==> config.mk <==
export PLATFORM = sky130hd
export DESIGN_NAME = line_buffer_ctrl
export DESIGN_NICKNAME = d
export VERILOG_FILES = /design/src/rtl/line_buffer_ctrl.sv
export SDC_FILE = /design/constraint.sdc
export NUM_CORES = 1
export LEC_CHECK = 0
export BUFFER_PORTS_ARGS = -buffer_cell sky130_fd_sc_hd__buf_2
export CAP_MARGIN = 5
export CORE_MARGIN = 1
export CORE_UTILIZATION = 55
export CTS_CLUSTER_SIZE = 8
export DETAILED_ROUTE_END_ITERATION = 10
export PLACE_DENSITY_LB_ADDON = 0.15
export SLEW_MARGIN = 20
export SYNTH_ARGS = -nofsm -noshare
export SYNTH_HDL_FRONTEND = slang
export SYNTH_SLANG_ARGS = --single-unit
==> constraint.sdc <==
create_clock -name clk -period 3.6 [get_ports clk]
set_input_delay 0.72 -clock clk [delete_from_list [all_inputs] [get_ports clk]]
set_output_delay 0.72 -clock clk [all_outputs]
set_load 0.02 [all_outputs]
==> src/rtl/line_buffer_ctrl.sv <==
// 3-line buffer controller: writes a raster stream and walks a 3x3 window center; pix_valid/in_ready handshake, in_ready low only in FLUSH.
// Write 1 cycle after accept, addresses 1 cycle after center advance, window_valid 3 cycles; LBC_BORDER_FLAG_EN adds win_border.
module line_buffer_ctrl #(
    parameter int WIDTH        = 640,
    parameter int HEIGHT       = 480,
    parameter int ADDRESSWIDTH = 19,
    parameter int BITWIDTH     = 8
) (
    input  logic                    clk,
    input  logic                    rst,
    input  logic                    sof,
    input  logic                    pix_valid,
    input  logic [BITWIDTH-1:0]     gray_in,
    output logic                    in_ready,
    output logic                    we,
    output logic [ADDRESSWIDTH-1:0] wr_address,
    output logic [BITWIDTH-1:0]     gray_out,
    output logic [ADDRESSWIDTH-1:0] addr_c,
    output logic [ADDRESSWIDTH-1:0] addr_lu,
    output logic [ADDRESSWIDTH-1:0] addr_l,
    output logic [ADDRESSWIDTH-1:0] addr_ld,
    output logic [ADDRESSWIDTH-1:0] addr_u,
    output logic [ADDRESSWIDTH-1:0] addr_d,
    output logic [ADDRESSWIDTH-1:0] addr_ru,
    output logic [ADDRESSWIDTH-1:0] addr_r,
    output logic [ADDRESSWIDTH-1:0] addr_rd,
    output logic                    window_valid,
    output logic [9:0]              win_x,
    output logic [8:0]              win_y,
`ifdef LBC_BORDER_FLAG_EN
    output logic                    win_border,
`endif
    output logic                    frame_done
);

    localparam logic [ADDRESSWIDTH-1:0] ONE    = ADDRESSWIDTH'(1);
    localparam logic [ADDRESSWIDTH-1:0] W_A    = ADDRESSWIDTH'(WIDTH);
    localparam logic [ADDRESSWIDTH-1:0] N_LAST = ADDRESSWIDTH'(WIDTH * HEIGHT - 1);
    localparam logic [9:0]              X_LAST = 10'(WIDTH - 1);
    localparam logic [8:0]              Y_LAST = 9'(HEIGHT - 1);

    typedef enum logic [1:0] {IDLE, FILL, RUN, FLUSH} state_t;

    state_t                  state_q, state_d;
    logic [ADDRESSWIDTH-1:0] n_q;
    logic [ADDRESSWIDTH-1:0] cm_q;
    logic [9:0]              cx_q;
    logic [8:0]              cy_q;
    logic                    start, abort, wr_en, issue, center_last;

    logic                    at_l, at_r, at_u, at_d;
    logic [ADDRESSWIDTH-1:0] row_u, row_d;
    logic [ADDRESSWIDTH-1:0] nb_lu, nb_u, nb_ru, nb_l, nb_r, nb_ld, nb_d, nb_rd;

    logic                    p1_vld, p2_vld, p1_last, p2_last, win_last;
    logic [9:0]              p1_x, p2_x;
    logic [8:0]              p1_y, p2_y;

    assign center_last = (cx_q == X_LAST) && (cy_q == Y_LAST);

    always_ff @(posedge clk) begin
        if (rst) begin
            state_q <= IDLE;
        end else begin
            state_q <= state_d;
        end
    end

    // sof restarts the frame from any accepting state; FLUSH ignores the input side.
    always_comb begin
        state_d = state_q;
        start   = 1'b0;
        abort   = 1'b0;
        wr_en   = 1'b0;
        issue   = 1'b0;
        case (state_q)
            IDLE: begin
                if (pix_valid && sof) begin
                    start   = 1'b1;
                    wr_en   = 1'b1;
                    state_d = FILL;
                end
            end
            FILL: begin
                if (pix_valid) begin
                    wr_en = 1'b1;
                    if (sof) begin
                        start = 1'b1;
                        abort = 1'b1;
                    end else if (n_q == W_A) begin
                        state_d = RUN;
                    end
                end
            end
            RUN: begin
                if (pix_valid) begin
                    wr_en = 1'b1;
                    if (sof) begin
                        start   = 1'b1;
                        abort   = 1'b1;
                        state_d = FILL;
                    end else begin
                        issue = 1'b1;
                        if (n_q == N_LAST) begin
                            state_d = FLUSH;
                        end
                    end
                end
            end
            FLUSH: begin
                issue = 1'b1;
                if (center_last) begin
                    state_d = IDLE;
                end
            end
            default: state_d = IDLE;
        endcase
    end

    always_ff @(posedge clk) begin
        if (rst) begin
            in_ready   <= 1'b1;
            we         <= 1'b0;
            wr_address <= '0;
            gray_out   <= '0;
            n_q        <= '0;
        end else begin
            in_ready <= (state_d != FLUSH);
            we       <= wr_en;
            if (wr_en) begin
                wr_address <= start ? '0 : n_q;
                gray_out   <= gray_in;
                n_q        <= start ? ONE : n_q + ONE;
            end
        end
    end

    // Center position kept as x/y counters plus a running linear index.
    always_ff @(posedge clk) begin
        if (rst || start) begin
            cx_q <= '0;
            cy_q <= '0;
            cm_q <= '0;
        end else if (issue) begin
            if (center_last) begin
                cx_q <= '0;
                cy_q <= '0;
                cm_q <= '0;
            end else if (cx_q == X_LAST) begin
                cx_q <= '0;
                cy_q <= cy_q + 9'd1;
                cm_q <= cm_q + ONE;
            end else begin
                cx_q <= cx_q + 10'd1;
                cm_q <= cm_q + ONE;
            end
        end
    end

    // Edge replication: a missing neighbor row/column collapses onto the center's.
    always_comb begin
        at_l  = (cx_q == 10'd0);
        at_r  = (cx_q == X_LAST);
        at_u  = (cy_q == 9'd0);
        at_d  = (cy_q == Y_LAST);
        row_u = at_u ? cm_q : cm_q - W_A;
        row_d = at_d ? cm_q : cm_q + W_A;
        nb_lu = at_l ? row_u : row_u - ONE;
        nb_u  = row_u;
        nb_ru = at_r ? row_u : row_u + ONE;
        nb_l  = at_l ? cm_q : cm_q - ONE;
        nb_r  = at_r ? cm_q : cm_q + ONE;
        nb_ld = at_l ? row_d : row_d - ONE;
        nb_d  = row_d;
        nb_rd = at_r ? row_d : row_d + ONE;
    end

    always_ff @(posedge clk) begin
        if (rst) begin
            addr_c  <= '0;
            addr_lu <= '0;
            addr_l  <= '0;
            addr_ld <= '0;
            addr_u  <= '0;
            addr_d  <= '0;
            addr_ru <= '0;
            addr_r  <= '0;
            addr_rd <= '0;
        end else if (issue) begin
            addr_c  <= cm_q;
            addr_lu <= nb_lu;
            addr_l  <= nb_l;
            addr_ld <= nb_ld;
            addr_u  <= nb_u;
            addr_d  <= nb_d;
            addr_ru <= nb_ru;
            addr_r  <= nb_r;
            addr_rd <= nb_rd;
        end
    end

    // Valid/last flags track the buffer's two-register read path; an abort drops in-flight windows.
    always_ff @(posedge clk) begin
        if (rst || abort) begin
            p1_vld       <= 1'b0;
            p2_vld       <= 1'b0;
            window_valid <= 1'b0;
            p1_last      <= 1'b0;
            p2_last      <= 1'b0;
            win_last     <= 1'b0;
            frame_done   <= 1'b0;
        end else begin
            p1_vld       <= issue;
            p2_vld       <= p1_vld;
            window_valid <= p2_vld;
            p1_last      <= issue && center_last;
            p2_last      <= p1_last;
            win_last     <= p2_last;
            frame_done   <= window_valid && win_last;
        end
    end

    always_ff @(posedge clk) begin
        if (rst) begin
            p1_x  <= '0;
            p1_y  <= '0;
            p2_x  <= '0;
            p2_y  <= '0;
            win_x <= '0;
            win_y <= '0;
        end else begin
            if (issue) begin
                p1_x <= cx_q;
                p1_y <= cy_q;
            end
            if (p1_vld) begin
                p2_x <= p1_x;
                p2_y <= p1_y;
            end
            if (p2_vld) begin
                win_x <= p2_x;
                win_y <= p2_y;
            end
        end
    end

`ifdef LBC_BORDER_FLAG_EN
    logic p1_border, p2_border;

    always_ff @(posedge clk) begin
        if (rst) begin
            p1_border  <= 1'b0;
            p2_border  <= 1'b0;
            win_border <= 1'b0;
        end else begin
            if (issue) begin
                p1_border <= at_l || at_r || at_u || at_d;
            end
            if (p1_vld) begin
                p2_border <= p1_border;
            end
            if (p2_vld) begin
                win_border <= p2_border;
            end
        end
    end
`endif

endmodule
==> flow_summary.json, run 1 <==
{
  "outcome": "finished clean",
  "finalSetupTns_ps": 0,
  "fmax_mhz": 321,
  "grt_max_degree": 138,
  "yosys_most_used_dff": "dfxtp_1",
  "clockRootBuffer": "clkbuf_16",
  "cellPowerDensity_mw_per_mm2": 477,
  "syn_to_final_growth_pct": 16.7,
  "setup_violations": 0,
  "synthMuxAreaShare_pct": 3.04,
  "port_buffers": 232,
  "place_area_mm2": 0.0143,
  "fillCellCount": 2008,
  "rows": 56,
  "synth_cells": 1583,
  "cts.sinks": 281,
  "die_h_um": 157,
  "synth_top_area_cell": "dfxtp_1",
  "min_period_ps": 3110,
  "rsz0062_at_grt": "false",
  "synth_nets": 1611,
  "cts-htree-levels": 2,
  "critPathKind": "flop to flop",
  "worstPathArrival_ps": 3560,
  "synth_warnings": 0,
  "tightestPinTransition_ps": 956,
  "path_max_fanout": 17,
  "ir_drop_mv": 0.395,
  "grt-ovfl-total": 0,
  "clkTransAtPathRegs_ps": 50,
  "synth_edf_count": 0,
  "ys_top_cells_by_area": "dfxtp_1, nand2_1, nor2_1, a21oi_1, xnor2_1",
  "die_w_um": 157,
  "cp-end-kind": "flop",
  "antenna_cells": 0,
  "design.core.area_mm2": 0.0235,
  "yosys.area_share.simple_pct": 22.8,
  "synth_compound_area_share_pct": 14.8,
  "slew_violations": 0,
  "globalplace.congestion": 0.975,
  "ys_types": 78,
  "start_util_pct": 56.1,
  "synthAdderAreaFrac_pct": 1.52,
  "finalHoldViolCount": 0,
  "track_usage_pct": 29.0,
  "synth-seq-area-share_pct": 42.7,
  "wire_per_inst_um": 17.6,
  "syn_area_mm2": 0.0132,
  "yosysMostFrequentCell": "dfxtp_1",
  "fin_nets": 1759,
  "stdcell_area_mm2": 0.0154,
  "dpl.hpwl_um": 24800,
  "cts_resized": 0,
  "dr.pass1.iters": 5,
  "worst_hold_slack_ps": 436,
  "die_area_mm2": 0.0246,
  "slew_headroom_pct": 36.2,
  "final_layout_size_suffix_gt1_share_pct": 20.4,
  "cts_tree": "built",
  "grt_pass1_wl_um": 56700,
  "ctsHoldBuffers": 0,
  "num_vias": 11800,
  "synthDominantCellAreaShare_pct": 42.7,
  "io_pins": 233,
  "synth_commonest_cells": "dfxtp_1, nand2_1, nor2_1",
  "cts_setup_buffers": 0,
  "drc": 0,
  "fin_crit_sh_pct": 86.4,
  "vias_per_cell": 5.74,
  "antenna_found_initial": 0,
  "ys_seq_elements": 281,
  "first_iter_violations": 1052,
  "synth_xor_area_share_pct": 8.61,
  "grt_pass1_vias": 10700,
  "wl_um": 36200,
  "cts_buffer_depth": 3,
  "finalClockSkew_ps": 12.3,
  "final_cells": 2053,
  "drv_cap": 0,
  "p_leak_nw": 5.98,
  "worst_ep_required_time_ps": 4050,
  "start_kind": "flop",
  "synth.avg_cell_area_um2": 8.32,
  "placedCellCount": 2007,
  "hp-class": "flop to flop",
  "numCtsBuffers": 41,
  "synthArstFlopShare_pct": 0,
  "antenna_left": 0,
  "synth_top_family_by_area": "simple AND/OR/NAND/NOR gates",
  "p_total_mw": 7.34,
  "clk-insertion-delay-late_ps": 520
}
cells in the final DEF (no fill, tap or decap), types with 15 or more instances in the layout:
cell type | Yosys | layout
dfxtp_1 | 281 | 279
buf_2 | 11 | 231
nand2_1 | 221 | 221
nor2_1 | 203 | 203
a21oi_1 | 113 | 113
xnor2_1 | 64 | 64
a211oi_1 | 59 | 59
o21ai_0 | 55 | 55
xor2_1 | 53 | 53
nand3_1 | 46 | 46
clkbuf_16 | 0 | 42
mux2i_1 | 40 | 40
nor3_1 | 39 | 39
buf_4 | 43 | 27
nand4_1 | 22 | 22
inv_1 | 21 | 21
a22o_1 | 17 | 17
and3_1 | 16 | 16
ha_1 | 16 | 16
or3_1 | 15 | 15
logic make-up after synthesis:
logic type | after synthesis
flops | 281
compound gates | 305
simple gates | 638
xor+xnor | 123
buf+inv | 180
mux | 40
fa+ha+maj | 16
flip-flops by register name (all words and copies together), names as in the netlist, 12 cells and up:
signal and cells:
addr_c 19, addr_d 12, addr_l 12, addr_ld 12, addr_lu 19, addr_r 12, addr_rd 12, addr_ru 19
addr_u 12, cm_q 19, n_q 19, wr_address 19
per-stage QoR:
| stage | util, % | setup slack (ps) |
|---|---|---|
| floorplan | - | 831 |
| CTS | 65.5 | 552 |
| global route | 65.5 | 227 |
| finish | 65.5 | 488 |
| global placement | 60.8 | 709 |
| detailed placement | 60.8 | 562 |
critical path, stage by stage, from the launching register on:
cell	delay [ps]
dfxtp_1	720
ha_1	560
o21ai_0	200
a21oi_1	270
xnor2_1	320
nor4_2	460
nand4_1	180
xnor2_1	170
o21ai_0	150
area by class of cell:
class,instances,area [um^2],share of cell area [%]
Timing Repair Buffer,262,1430,9.30
Clock buffer,43,1060,6.93
Inverter,23,86.3,0.562
Sequential cell,281,5630,36.6
Multi-Input combinational cell,1122,6720,43.7
Clock inverter,3,43.8,0.285
Tap cell,319,399,2.60
layer usage:
metal	track usage, %	routed length (um)
met1	41.0	16600
met3	5.07	2820
met2	44.3	15700
met4	9.94	981
met5	0	0
power breakdown:
group          internal [mW]  leakage (nW)  switching [mW]
Combinational          0.218          3.17           0.479
Sequential              3.20          2.27          0.0646
Clock                   2.07         0.542            1.30
Total                   5.50          5.98            1.84
path summary, 6_finish.rpt:
kind	end	cells past startpoint	slack, ps	start
setup / recovery	addr_rd[17]	8	490	cm_q[8]
hold / removal	win_last	1	440	p2_last
setup reg to reg	addr_rd[17]	8	490	cm_q[8]
hold reg to reg	win_last	1	440	p2_last
No activity file was read; power rests on OpenSTA's default activity.
==> inputs of run 2 (changes only) <==
ABC_AREA = 1   (was unset)
MAX_ROUTING_LAYER = met4   (was unset)
==> run 2 against run 1 <==
Sequential share of layout area is 0.81 points lower. Count of clock-buffer cells in the layout is 1 lower. Worst setup slack better by 400 ps. Clock power hardly changed. Clock skew is 6.0 ps higher. Flip-flop and latch count stayed put. Cell area is 2.2% higher. Largest cell class unchanged. Largest power group is now sequential cells.
==> flow_summary.json, run 2 <==
{
  "synth.avg_cell_area_um2": 6.93,
  "antenna_found_initial": 0,
  "timing.rr.start": "cm_q[8]",
  "dpl.hpwl_um": 28400,
  "finalHoldViolCount": 0,
  "cts.sinks": 281,
  "fin_nets": 2145,
  "worstPathArrival_ps": 3150,
  "die_area_mm2": 0.0254,
  "drc": 0,
  "ys_top_cells_by_area": "dfxtp_1, nand2_1, nor2_1, o21ai_0, inv_1",
  "vias_per_cell": 5.47,
  "first_iter_violations": 1028,
  "min_period_ps": 2720,
  "num_vias": 13400,
  "r2r_setup_slack_ps": 880,
  "final_cell_mix": "nand2_1, dfxtp_1, nor2_1",
  "synth_commonest_cells": "nand2_1, dfxtp_1, nor2_1",
  "p_leak_nw": 7.50,
  "holdPathEnd": "gray_out[7]",
  "synth_top_area_cell": "dfxtp_1",
  "fmax_mhz": 368,
  "ctsHoldBuffers": 0,
  "worst_ep_required_time_ps": 4040,
  "critPathKind": "flop to flop",
  "grt_pass1_wl_um": 63000,
  "grt_pass1_vias": 12100,
  "cellPowerDensity_mw_per_mm2": 567,
  "synth_nets": 1990,
  "r2r_cells": 16,
  "fin_util_pct": 64.8,
  "clkTransAtPathRegs_ps": 50,
  "cts_resized": 0,
  "wl_um": 39600,
  "dr.pass1.iters": 7,
  "p_total_mw": 8.91,
  "clk-insertion-delay-late_ps": 550,
  "ir_drop_mv": 0.387,
  "cp-end-kind": "flop",
  "placedCellCount": 2398,
  "synth_warnings": 0,
  "outcome": "finished clean",
  "grt_max_degree": 104,
  "tightestPinTransition_ps": 874,
  "fin_crit_sh_pct": 75.4,
  "ys_seq_elements": 281,
  "antenna_left": 0,
  "start_kind": "flop",
  "r2r_end": "addr_ru[16]",
  "worst_hold_slack_ps": 370,
  "syn_to_final_growth_pct": 15.6,
  "path_max_fanout": 10,
  "slew_violations": 0,
  "min-delay-start": "gray_in[7]",
  "cts-htree-levels": 2,
  "die_w_um": 159,
  "slew_headroom_pct": 41.7,
  "start_util_pct": 56.1,
  "drv_cap": 0,
  "hp-class": "input pin to flop",
  "rsz0062_at_grt": "false",
  "synth_edf_count": 0,
  "finalSetupTns_ps": 0,
  "yosys_most_used_dff": "dfxtp_1",
  "io_pins": 233,
  "final_layout_size_suffix_gt1_share_pct": 17.3,
  "wire_per_inst_um": 16.2,
  "port_buffers": 232,
  "synthArstFlopShare_pct": 0,
  "antenna_cells": 0,
  "yosysMostFrequentCell": "nand2_1",
  "synth-seq-area-share_pct": 41.4,
  "die_h_um": 159,
  "synthDominantCellAreaShare_pct": 41.4,
  "finalClockSkew_ps": 18.3,
  "final_cells": 2444,
  "design.core.area_mm2": 0.0242,
  "track_usage_pct": 31.7,
  "grt-ovfl-total": 0,
  "setup_violations": 0,
  "syn_area_mm2": 0.0136,
  "cts_tree": "built",
  "cts_setup_buffers": 0,
  "rows": 57,
  "numCtsBuffers": 41,
  "ys_types": 47,
  "min_path_cells": 3,
  "clockRootBuffer": "clkbuf_16",
  "synth_cells": 1962,
  "globalplace.congestion": 0.933,
  "cts_buffer_depth": 3,
  "final_common_cell": "nand2_1"
}
-- run 2: power breakdown --
group | internal, mW | switching (mW)
Combinational | 0.534 | 1.33
Sequential | 3.42 | 0.209
Clock | 2.03 | 1.37
-- run 2: how the worst max path moves through the flow --
stage                     startpoint  slack, ps          end
final                        cm_q[8]        880  addr_ru[16]
after CTS                    cm_q[8]        970  addr_ru[18]
after global placement     pix_valid        990      cy_q[1]
after floorplan              cm_q[7]       1510  addr_lu[15]
after detailed placement   pix_valid        930      cm_q[8]
after global routing         cm_q[8]        690  addr_ru[16]
-- run 2: per-stage QoR --
stage	cell area, um^2	worst slack (ps)
after floorplan	13600	1510
after global placement	14600	987
after detailed placement	14600	932
after CTS	15700	967
after global routing	15700	689
final	15700	884
-- run 2: layout make-up --
class                           instances  area [um^2]
Clock buffer                           42         1030
Clock inverter                          4         68.8
Fill cell                            2271         8530
Inverter                              198          748
Multi-Input combinational cell       1344         6480
Sequential cell                       281         5630
Tap cell                              324          405
Timing Repair Buffer                  251         1350
-- run 2: logic make-up after synthesis --
logic type,Yosys count,synth area share [%]
fa+ha+maj,16,1.47
simple gates,950,30.1
flops,281,41.4
buf+inv,337,11.0
xor+xnor,23,1.54
compound gates,355,14.5
-- run 2: critical path, stage by stage (launching register included) --
cell      delay (ps)
dfxtp_1          580
inv_1            270
ha_1             340
inv_1             80
nand2_1           60
nand2_1          100
inv_1             90
nand2_1           70
nand2_1           50
nand2_1           70
nand2_2          130
nor2_2           180
nand2_1           80
nor2_2           180
nand3_1          120
o21bai_1         140
nor2_1            50
-- run 2: routing by layer --
| layer | GRT usage (%) | routed length [um] | vias to the layer above |
|---|---|---|---|
| met5 | - | 0 | - |
| met4 | 13.3 | 1400 | 0 |
| met3 | 4.79 | 2730 | 92 |
| met2 | 51.0 | 18700 | 495 |
| met1 | 39.7 | 16700 | 6182 |
| li1 | - | - | 6611 |
